### src/rtl/epp_pkg.sv
// Shared definitions for the EPP digipot register file: register map and FSM states.
package epp_pkg;

  localparam logic [1:0] ADDR_SEL     = 2'd0;
  localparam logic [1:0] ADDR_DATA    = 2'd1;
  localparam logic [1:0] ADDR_STATUS  = 2'd2;
  localparam logic [1:0] ADDR_SCRATCH = 2'd3;

  typedef enum logic [1:0] {
    IDLE,
    DECODE,
    STALL,
    ACK
  } state_t;

endpackage

### src/rtl/epp_digipot_regs_if.sv
// EPP parallel-port bundle: host (master) drives strobes and write data, slave answers.
interface epp_digipot_regs_if;
  logic       epp_nastb;
  logic       epp_ndstb;
  logic       epp_nwrite;
  logic [7:0] epp_d_in;
  logic [7:0] epp_d_out;
  logic       epp_d_oe;
  logic       epp_wait;

  modport master (
    output epp_nastb,
    output epp_ndstb,
    output epp_nwrite,
    output epp_d_in,
    input  epp_d_out,
    input  epp_d_oe,
    input  epp_wait
  );

  modport slave (
    input  epp_nastb,
    input  epp_ndstb,
    input  epp_nwrite,
    input  epp_d_in,
    output epp_d_out,
    output epp_d_oe,
    output epp_wait
  );
endinterface

### src/rtl/epp_sync.sv
// Flop-chain synchronizer for one asynchronous port input.
module epp_sync #(
  parameter int unsigned SYNC_STAGES = 2,
  parameter logic        RESET_VAL   = 1'b1
) (
  input  logic i_clk,
  input  logic i_rst,
  input  logic i_async,
  output logic o_sync
);

  logic [SYNC_STAGES-1:0] r_chain;

  // Shift the asynchronous level through the chain; reset to the inactive level.
  always_ff @(posedge i_clk) begin
    if (i_rst) begin
      r_chain <= {SYNC_STAGES{RESET_VAL}};
    end else begin
      r_chain[0] <= i_async;
      for (int i = 1; i < SYNC_STAGES; i++) begin
        r_chain[i] <= r_chain[i-1];
      end
    end
  end

  assign o_sync = r_chain[SYNC_STAGES-1];

endmodule

### src/rtl/epp_digipot_regs.sv
// EPP slave register file feeding Digipot_ctrl: SEL/DATA/STATUS/SCRATCH registers,
// one-cycle active-low ctrl strobe per DATA write, handshake stretched while busy.
module epp_digipot_regs
  import epp_pkg::*;
#(
  parameter int unsigned XFER_CYCLES = 80,
  parameter int unsigned SYNC_STAGES = 2
) (
  input  logic               i_clk,
  input  logic               i_rst,
  epp_digipot_regs_if.slave  io_epp,
  output logic [1:0]         o_mux,
  output logic [7:0]         o_dato,
  output logic               o_ctrl,
  output logic               o_busy
);

  localparam int unsigned      CNT_W     = $clog2(XFER_CYCLES + 1);
  localparam logic [CNT_W-1:0] XFER_LOAD = CNT_W'(XFER_CYCLES);

  logic w_nastb;
  logic w_ndstb;
  logic w_nwrite;

  epp_sync #(.SYNC_STAGES(SYNC_STAGES), .RESET_VAL(1'b1)) u_sync_nastb (
    .i_clk   (i_clk),
    .i_rst   (i_rst),
    .i_async (io_epp.epp_nastb),
    .o_sync  (w_nastb)
  );

  epp_sync #(.SYNC_STAGES(SYNC_STAGES), .RESET_VAL(1'b1)) u_sync_ndstb (
    .i_clk   (i_clk),
    .i_rst   (i_rst),
    .i_async (io_epp.epp_ndstb),
    .o_sync  (w_ndstb)
  );

  epp_sync #(.SYNC_STAGES(SYNC_STAGES), .RESET_VAL(1'b1)) u_sync_nwrite (
    .i_clk   (i_clk),
    .i_rst   (i_rst),
    .i_async (io_epp.epp_nwrite),
    .o_sync  (w_nwrite)
  );

  state_t           r_state;
  logic             r_addr_cyc;  // current cycle was started by the address strobe
  logic             r_rd;        // current cycle is a host read
  logic [1:0]       r_addr;
  logic [1:0]       r_mux;
  logic [7:0]       r_dato;
  logic [7:0]       r_scratch;
  logic [7:0]       r_wdata;     // DATA write value parked while stalled
  logic [7:0]       r_d_out;
  logic             r_d_oe;
  logic             r_wait;
  logic             r_ctrl;
  logic [CNT_W-1:0] r_cnt;

  logic       w_busy;
  logic       w_ready;
  logic       w_strobe_hi;
  logic [7:0] w_rd_data;

  assign w_busy = (r_cnt != '0);
  // The counter is reloaded on the edge after ctrl goes low, so a new transfer may start
  // once the window is in its last cycle; its ctrl then lands on the first non-busy cycle.
  assign w_ready     = r_ctrl && (r_cnt <= CNT_W'(1));
  assign w_strobe_hi = r_addr_cyc ? w_nastb : w_ndstb;

  // Read-data mux for data cycles.
  always_comb begin
    w_rd_data = 8'h00;
    unique case (r_addr)
      ADDR_SEL:     w_rd_data = {6'b0, r_mux};
      ADDR_DATA:    w_rd_data = r_dato;
      ADDR_STATUS:  w_rd_data = {5'b0, w_busy, r_mux};
      ADDR_SCRATCH: w_rd_data = r_scratch;
      default:      w_rd_data = 8'h00;
    endcase
  end

  // Handshake FSM, register file and busy window counter.
  always_ff @(posedge i_clk) begin
    if (i_rst) begin
      r_state    <= IDLE;
      r_addr_cyc <= 1'b0;
      r_rd       <= 1'b0;
      r_addr     <= 2'd0;
      r_mux      <= 2'd0;
      r_dato     <= 8'h00;
      r_scratch  <= 8'h00;
      r_wdata    <= 8'h00;
      r_d_out    <= 8'h00;
      r_d_oe     <= 1'b0;
      r_wait     <= 1'b0;
      r_ctrl     <= 1'b1;
      r_cnt      <= '0;
    end else begin
      r_ctrl <= 1'b1;
      // Busy window covers the XFER_CYCLES cycles after the ctrl low cycle.
      if (!r_ctrl) begin
        r_cnt <= XFER_LOAD;
      end else if (r_cnt != '0) begin
        r_cnt <= r_cnt - CNT_W'(1);
      end

      unique case (r_state)
        IDLE: begin
          if (!w_nastb) begin
            r_addr_cyc <= 1'b1;
            r_rd       <= w_nwrite;
            r_state    <= DECODE;
          end else if (!w_ndstb) begin
            r_addr_cyc <= 1'b0;
            r_rd       <= w_nwrite;
            r_state    <= DECODE;
          end
        end

        DECODE: begin
          r_state <= ACK;
          r_wait  <= 1'b1;
          if (r_addr_cyc) begin
            if (r_rd) begin
              r_d_out <= {6'b0, r_addr};
              r_d_oe  <= 1'b1;
            end else begin
              r_addr <= io_epp.epp_d_in[1:0];
            end
          end else if (r_rd) begin
            r_d_out <= w_rd_data;
            r_d_oe  <= 1'b1;
          end else begin
            unique case (r_addr)
              ADDR_SEL:     r_mux <= io_epp.epp_d_in[1:0];
              ADDR_DATA: begin
                if (w_ready) begin
                  r_dato <= io_epp.epp_d_in;
                  r_ctrl <= 1'b0;
                end else begin
                  r_wdata <= io_epp.epp_d_in;
                  r_state <= STALL;
                  r_wait  <= 1'b0;
                end
              end
              ADDR_SCRATCH: r_scratch <= io_epp.epp_d_in;
              default:      ;  // STATUS is read-only
            endcase
          end
        end

        STALL: begin
          if (w_ready) begin
            r_dato  <= r_wdata;
            r_ctrl  <= 1'b0;
            r_wait  <= 1'b1;
            r_state <= ACK;
          end
        end

        ACK: begin
          if (w_strobe_hi) begin
            r_wait  <= 1'b0;
            r_d_oe  <= 1'b0;
            r_state <= IDLE;
          end
        end

        default: r_state <= IDLE;
      endcase
    end
  end

  assign io_epp.epp_d_out = r_d_out;
  assign io_epp.epp_d_oe  = r_d_oe;
  assign io_epp.epp_wait  = r_wait;
  assign o_mux            = r_mux;
  assign o_dato           = r_dato;
  assign o_ctrl           = r_ctrl;
  assign o_busy           = w_busy;

endmodule

### src/flat_wrapper.sv
// flat-port wrapper written by rule: the top's interface ports become plain ports
module epp_digipot_regs_flat import epp_pkg::*;
#(
  parameter int unsigned XFER_CYCLES = 80,
  parameter int unsigned SYNC_STAGES = 2
)
  (i_clk, i_rst, o_mux, o_dato, o_ctrl, o_busy, io_epp_epp_nastb, io_epp_epp_ndstb, io_epp_epp_nwrite, io_epp_epp_d_in, io_epp_epp_d_out, io_epp_epp_d_oe, io_epp_epp_wait);
  epp_digipot_regs_if io_epp_i ();
  input  logic i_clk;
  input  logic i_rst;
  output logic [1:0] o_mux;
  output logic [7:0] o_dato;
  output logic o_ctrl;
  output logic o_busy;
  input wire logic [$bits(io_epp_i.epp_nastb)-1:0] io_epp_epp_nastb;
  input wire logic [$bits(io_epp_i.epp_ndstb)-1:0] io_epp_epp_ndstb;
  input wire logic [$bits(io_epp_i.epp_nwrite)-1:0] io_epp_epp_nwrite;
  input wire logic [$bits(io_epp_i.epp_d_in)-1:0] io_epp_epp_d_in;
  output wire logic [$bits(io_epp_i.epp_d_out)-1:0] io_epp_epp_d_out;
  output wire logic [$bits(io_epp_i.epp_d_oe)-1:0] io_epp_epp_d_oe;
  output wire logic [$bits(io_epp_i.epp_wait)-1:0] io_epp_epp_wait;
  assign io_epp_i.epp_nastb = io_epp_epp_nastb;
  assign io_epp_i.epp_ndstb = io_epp_epp_ndstb;
  assign io_epp_i.epp_nwrite = io_epp_epp_nwrite;
  assign io_epp_i.epp_d_in = io_epp_epp_d_in;
  assign io_epp_epp_d_out = io_epp_i.epp_d_out;
  assign io_epp_epp_d_oe = io_epp_i.epp_d_oe;
  assign io_epp_epp_wait = io_epp_i.epp_wait;
  epp_digipot_regs #(.XFER_CYCLES(XFER_CYCLES), .SYNC_STAGES(SYNC_STAGES)) u_core (.i_clk(i_clk), .i_rst(i_rst), .io_epp(io_epp_i), .o_mux(o_mux), .o_dato(o_dato), .o_ctrl(o_ctrl), .o_busy(o_busy));
endmodule
### config.mk
export PLATFORM = sky130hd
export DESIGN_NAME = epp_digipot_regs_flat
export DESIGN_NICKNAME = d
export VERILOG_FILES = /design/src/rtl/epp_pkg.sv /design/src/rtl/epp_digipot_regs_if.sv /design/src/rtl/epp_sync.sv /design/src/rtl/epp_digipot_regs.sv /design/src/flat_wrapper.sv
export SDC_FILE = /design/constraint.sdc
export NUM_CORES = 1
export LEC_CHECK = 0
export BUFFER_PORTS_ARGS = -buffer_cell sky130_fd_sc_hd__buf_4
export CAP_MARGIN = 40
export CELL_PAD_IN_SITES_DETAIL_PLACEMENT = 0
export CELL_PAD_IN_SITES_GLOBAL_PLACEMENT = 2
export CORE_MARGIN = 2
export CORE_UTILIZATION = 32
export CTS_CLUSTER_DIAMETER = 150
export CTS_CLUSTER_SIZE = 30
export DETAILED_ROUTE_END_ITERATION = 10
export PLACE_DENSITY = 0.73
export SLEW_MARGIN = 15
export SYNTH_ARGS = -nofsm -noshare
export SYNTH_HDL_FRONTEND = slang
export SYNTH_SLANG_ARGS = --single-unit
export TNS_END_PERCENT = 20
### constraint.sdc
create_clock -name i_clk -period 2.1 [get_ports i_clk]
set_input_delay 0.21 -clock i_clk [delete_from_list [all_inputs] [get_ports i_clk]]
set_output_delay 0.21 -clock i_clk [all_outputs]
set_load 0.02 [all_outputs]
# --- After elaboration in Yosys (flattened, before gate mapping) ---
# Cells that the tools add are included.
# W data, S select, Z words.
totals:
  register_bits: 56
  latchBits: 0
  mem_bits_rw: 0
  mem_bits_ro: 0
  inputBits: 13
  out_inout_bits: 22
  wordCells: 97
  memories: 0
classes:
  add_sub_neg: 1
  n_mul: 0
  n_div: 0
  order_cmp: 1
  n_eq_ne: 16
  shift: 0
  mux: 40
  n_bitwise: 4
  reduce_logical: 18
op_table:
  columns: ["operator", "count"]
  rows:
  - ["$mux W8", 8]
  - ["$pmux W8 S4", 1]
  - ["$mux W1", 17]
  - ["$pmux W8 S2", 1]
  - ["$mux W2", 7]
  - ["$mux W7", 2]
  - ["$reduce_and A3 Y1", 4]
  - ["$ne A2 B1 Y1 const B", 5]
  - ["$eq A2 B2 Y1 const B", 4]
  - ["$ne A2 B2 Y1 const B", 4]
  - ["$pmux W2 S4", 1]
  - ["$reduce_and A4 Y1", 2]
  - ["$le A7 B1 Y1 const B", 1]
  - ["$reduce_bool A7 Y1", 1]
  - ["$sub A7 B1 Y7 const B", 1]
  - ["$reduce_and A6 Y1", 1]
  - ["$reduce_and A5 Y1", 1]
  - ["$eq A2 B1 Y1 const B", 2]
  - ["$logic_not A2 Y1", 2]
  - ["$not A1 Y1", 4]
  - ["$pmux W1 S2", 2]
  - ["$reduce_and A2 Y1", 2]
  - ["$reduce_bool A2 Y1", 2]
  - ["$ne A3 B3 Y1 const B", 1]
  - ["other kinds (4)", 4]

# --- Logic depth before layout (Yosys ltp) ---
logic_depth:
  word_depth: 7
  depth_mapped: 8
  depth_no_buf: 6

# --- By module ---
# Synthesis repeated with hierarchy kept, for this count alone.
unflattened:
  cells_unflattened: 268
  area_unflattened_um2: 2560.0
by_module_without_submodules:
  columns: ["mod", "instances", "cells_each", "area_per_inst_um2", "seq_area_each_um2"]
  rows:
  - ["epp_digipot_regs", 1, 256, 2402.3, 1001.0]
  - ["epp_sync", 3, 4, 52.6, 40.0]

# --- Worst setup path after synthesis ---
# No wires, ideal clock.
synth_timing:
  path_kind: "register to register"
  start: "register u_core.r_state[0]"
  end: "register u_core.r_dato[0], in the netlist u_core.o_dato[0]"
  setup_time_ns: 0.134
  arrival_ns: 1.914
  required_ns: 1.966
  path_slack_ns: 0.052
  stages_incl_launch_ff: 9
  path_buffers: 2
  synth_period_minus_slack_ns: 2.048
  path_cell_list: "dfxtp_1 > inv_1 > ha_1 > buf_1 > or3b_2 > o41ai_4 > a21o_1 > buf_2 > a211oi_1"
synth_between:
  elab_chain_len: 3
  elab_cells_between_ends: 10
  cone_classes: "7 x eq/ne; 1 x mux; 2 x reduce/logical"
synth_rtl:
  columns: ["element", "line", "text"]
  rows:
  - ["from (decl)", "epp_digipot_regs.sv:46", "state_t r_state;"]
  - ["from (signal assigned)", "epp_digipot_regs.sv:86", "r_state <= IDLE;"]
  - ["from (signal assigned)", "epp_digipot_regs.sv:113", "r_state <= DECODE;"]
  - ["from (signal assigned)", "epp_digipot_regs.sv:117", "r_state <= DECODE;"]
  - ["$eq A2 B1 Y1 or $eq A2 B2 Y1 (tied branches)", "epp_digipot_regs.sv:108", "unique case (r_state)"]
  - ["$ne A2 B2 Y1 (no line), or another cell as far along", null, null]
  - ["$reduce_and A6 Y1 (no line)", null, null]
  - ["to (signal assigned)", "epp_digipot_regs.sv:139", "r_dato <= io_epp.epp_d_in;"]
  - ["to (signal assigned)", "epp_digipot_regs.sv:155", "r_dato <= r_wdata;"]
  - ["to (decl)", "epp_digipot_regs.sv:51", "logic [7:0] r_dato;"]
# Parallel ways exist; a longest one is shown, timed or not.
# A chain may end at the register's enable or synchronous reset.

# --- Worst setup path in the final report ---
layout_timing:
  start: "register u_core.r_cnt[6]"
  end: "register u_core.r_state[0]"
layout_between:
  elab_chain_len: 7
  elab_cells_between_ends: 9
  cone_classes: "1 x order compare; 1 x eq/ne; 5 x mux; 2 x reduce/logical"
layout_rtl:
  columns: ["element", "line", "text"]
  rows:
  - ["from (decl)", "epp_digipot_regs.sv:58", "logic [CNT_W-1:0] r_cnt;"]
  - ["from (signal assigned)", "epp_digipot_regs.sv:105", "r_cnt <= r_cnt - CNT_W'(1);"]
  - ["$le A7 B1 Y1 *", "epp_digipot_regs.sv:68", "assign w_ready = r_ctrl && (r_cnt <= CNT_W'(1));"]
  - ["$logic_and A1 B1 Y1 *", "epp_digipot_regs.sv:68", null]
  - ["$mux W1", "epp_digipot_regs.sv:138", "if (w_ready) begin"]
  - ["$mux W2", "epp_digipot_regs.sv:135", "unique case (r_addr)"]
  - ["$mux W2", "epp_digipot_regs.sv:131", "end else if (r_rd) begin"]
  - ["$mux W2", "epp_digipot_regs.sv:124", "if (r_addr_cyc) begin"]
  - ["$pmux W2 S4", "epp_digipot_regs.sv:108", null]
  - ["to (signal assigned)", "epp_digipot_regs.sv:113", null]
  - ["to (signal assigned)", "epp_digipot_regs.sv:122", "r_state <= ACK;"]
  - ["to (signal assigned)", "epp_digipot_regs.sv:143", "r_state <= STALL;"]
# Every way passes the cells marked *; elsewhere a longest branch is shown, timed or not.

==> impl_metrics.yaml <==
clock_network:
  cts-root-buf: "clkbuf_8"
  cts_hold_buf: 0
  path_clk_slew_ns: 0.11
  clkLatencyLatePin_ns: 0.31
  cts_max_level: 2
  cts_setup_buffers: 0
  cts_tree: "done"
  cts_buffer_depth: 2
  cts-resized-gates: 0
  cts.sinks: 56
  cts_buffers: 5
global_routing:
  grt_max_degree: 52
  grt_overflow: 0
  track_usage_pct: 14.1
  grt_pass1_vias: 1933
  grt_pass1_wl_um: 9850
  antenna_found_initial: 0
flow_run:
  maxCapViolCount: 0
finish:
  fin_cells: 410
  final_layout_size_suffix_gt1_share_pct: 25.6
  multiInputGateArea_um2: 1360
  area_delta_synth_final_pct: 20.6
  antennaDiodeCount: 0
  regArea_um2: 1120
  nNetsFinal: 328
  fillCellCount: 797
routing:
  wl_per_cell_um: 14.4
  ant_nets: 0
  drt_first_iter_violations: 91
  remaining_drc_errors: 0
  post_drt_via_cell_ratio: 4.88
  drt_first_pass_iters: 4
  via_count: 2002
  routed_wl_um: 5920
critical_path:
  r2r_cells: 4
  max_stage_delay_ns: 0.53
  path_max_fanout: 6
  setup.worst_path.class: "reg2reg"
  end_kind: "flop"
  worstPathCellList: "or3b_1 -> o31a_1 -> or4_1 -> o311ai_1"
  crit_required_ns: 2.32
  cpMaxStageDelayCell: "or3b_1"
  cp-start-kind: "flop"
  worstPathArrival_ns: 2.18
place:
  placed_cells: 402
  gp_congestion: 0.721
  hpwl_um: 4070
  port_buffers: 34
synth:
  avgSynthCellArea_um2: 9.74
  yosysWarnings: 0
  synth_enable_flop_cells: 0
  ys.flop_type: "dfxtp_1"
  synth_largest_area_cell: "dfxtp_1"
  netlist_area_um2: 2580
  yosys-top-cells-area: "dfxtp_1 43%, mux2i_1 11%, a211oi_1 5.5%, nor2_1 5.1%, ha_1 3.9%"
  async_flop_share_pct: 0
  synth_cells: 265
  syn-num-nets: 286
  ys_ff_latch: 56
  synthDistinctLibCells: 45
  synth_top_area_share_pct: 43.5
  ys_seq_area_share_pct: 43.5
floorplanning:
  dieArea_um2: 8800
  io_pins: 35
  rows: 32
  die_h_um: 93.8
  core_area_um2: 7770
  initial_core_util_pct: 33.2
  die_w_um: 93.8
hold_path:
  hold_path_depth: 2
  min_path_type: "in2reg"
sta:
  min_period_ns: 1.97
  max_freq_mhz: 509
  setup-violations-final: 0
  slew_viol_final: 0
  period_share_pct: 93.6
  skew_ns: 0.0143
  hold_viol: 0
  setup_tns_ns: 0
  slew_headroom_pct: 45.7
  worst_pin_slew_ns: 0.812
  rsz0062_at_grt: "false"
pwr:
  finalPower_uw: 3680
  p_per_area_nw_per_um2: 1180
  leakage_uw: 0.00132
  max-vdd-ir-drop_mv: 0.427
outcome:
  status: "finished clean"
final cells by class:
class / instances / share of cell area (%)
flip-flops and latches: 56 / 36.1
clock inverters: 3 / 0.724
multi-input cells: 185 / 43.6
clock buffers: 5 / 2.21
well taps: 102 / 4.10
repair buffers: 51 / 12.3
inverters: 8 / 0.965
layer usage:
layer	vias up	GRT usage, %	part of all wire, %	wire length [µm]
met5	-	0	0	0
met2	28	21.3	44	2580
met1	938	20.4	52	3070
li1	1031	-	-	-
met4	0	3.26	0.78	46
met3	5	3.21	3.7	218
sequential cells by signal (all words and copies together), names as in the netlist:
| name | flops |
|---|---|
| u_core.io_epp.epp_d_out | 8 |
| u_core.io_epp.epp_d_oe | 1 |
| u_core.o_dato | 8 |
| u_core.r_cnt | 7 |
| u_core.r_wdata | 8 |
| u_core.io_epp.epp_wait | 1 |
| u_core.r_addr | 2 |
| u_core.u_sync_ndstb.r_chain | 2 |
| u_core.r_scratch | 8 |
| u_core.o_mux | 2 |
| u_core.r_addr_cyc | 1 |
| u_core.u_sync_nwrite.r_chain | 2 |
| u_core.u_sync_nastb.r_chain | 2 |
| u_core.r_state | 2 |
| u_core.r_rd | 1 |
| u_core.o_ctrl | 1 |
critical path: cells and delay by family (launching register included):
family	cells	cell delay [ns]
and+or+nand+nor	2	1.04
AOI/OAI and AO/OA	2	0.48
DFF	1	0.35
stage by stage:
stage          hold slack [ns]  setup WS, ns  util [%]  instance area (µm²)
6_report                0.0786         0.134      40.1                 3110
5_1_grt                 0.0721        0.0193      40.1                 3110
4_1_cts                 0.0710        0.0898      40.0                 3110
3_5_place_dp             0.397         0.119      38.8                 3010
3_3_place_gp             0.394         0.131      38.8                 3010
2_1_floorplan            0.314        0.0519         -                 2580
cells in the mapped netlist, types with 2 or more instances:
master	count
inv_1	8
a31oi_1	2
mux2_2	6
a211oi_1	19
nor2b_1	2
and2_1	2
buf_6	2
or2_2	6
mux2i_1	28
ha_1	8
o41ai_1	2
nand4b_1	2
xnor2_1	4
or3b_1	3
dfxtp_1	56
a22oi_1	5
o21ai_0	4
nand3_1	6
a21oi_1	10
clkbuf_1	12
o311ai_0	3
nor2_1	35
nor3_1	4
nand2_1	12
or3_1	2
nand2b_1	3
final timing paths:
path	start	to	slack (ns)
setup / recovery	u_core.r_cnt[6]$_SDFFE_PP0P_	u_core.r_state[0]$_SDFFE_PP0P_	0.13
hold / removal	io_epp_epp_nwrite	u_core.u_sync_nwrite.r_chain[0]$_SDFF_PP1_	0.08
hold reg to reg	u_core.u_sync_ndstb.r_chain[0]$_SDFF_PP1_	u_core.u_sync_ndstb.r_chain[1]$_SDFF_PP1_	0.42
setup reg to reg	u_core.r_cnt[6]$_SDFFE_PP0P_	u_core.r_state[0]$_SDFFE_PP0P_	0.13
cells by family (layout without fill, tap and decap cells):
kind of cell,Yosys count,after routing,synth area share [%]
simple gates,83,83,16.9
compound gates,56,56,16.8
flops,56,56,43.5
mux,34,34,13.5
buf+inv,24,67,4.12
fa+ha+maj,8,8,3.88
xor+xnor,4,4,1.36
layout by cell type (no fill, tap or decap), types with 5 or more instances in the layout:
master     n
clkbuf_8   5
nor2_1    35
mux2_2     6
or2_2      6
inv_1      8
ha_1       8
a211oi_1  19
a21oi_1   10
mux2i_1   28
nand3_1    6
a22oi_1    5
buf_4     51
dfxtp_1   55
nand2_1   12
where the power goes:
group          leakage [µW]  switching (µW)  internal [µW]
Combinational      0.000814             970            745
Sequential         0.000457             131           1220
Clock             0.0000485             372            240
Power figures use the tool's default switching activity.
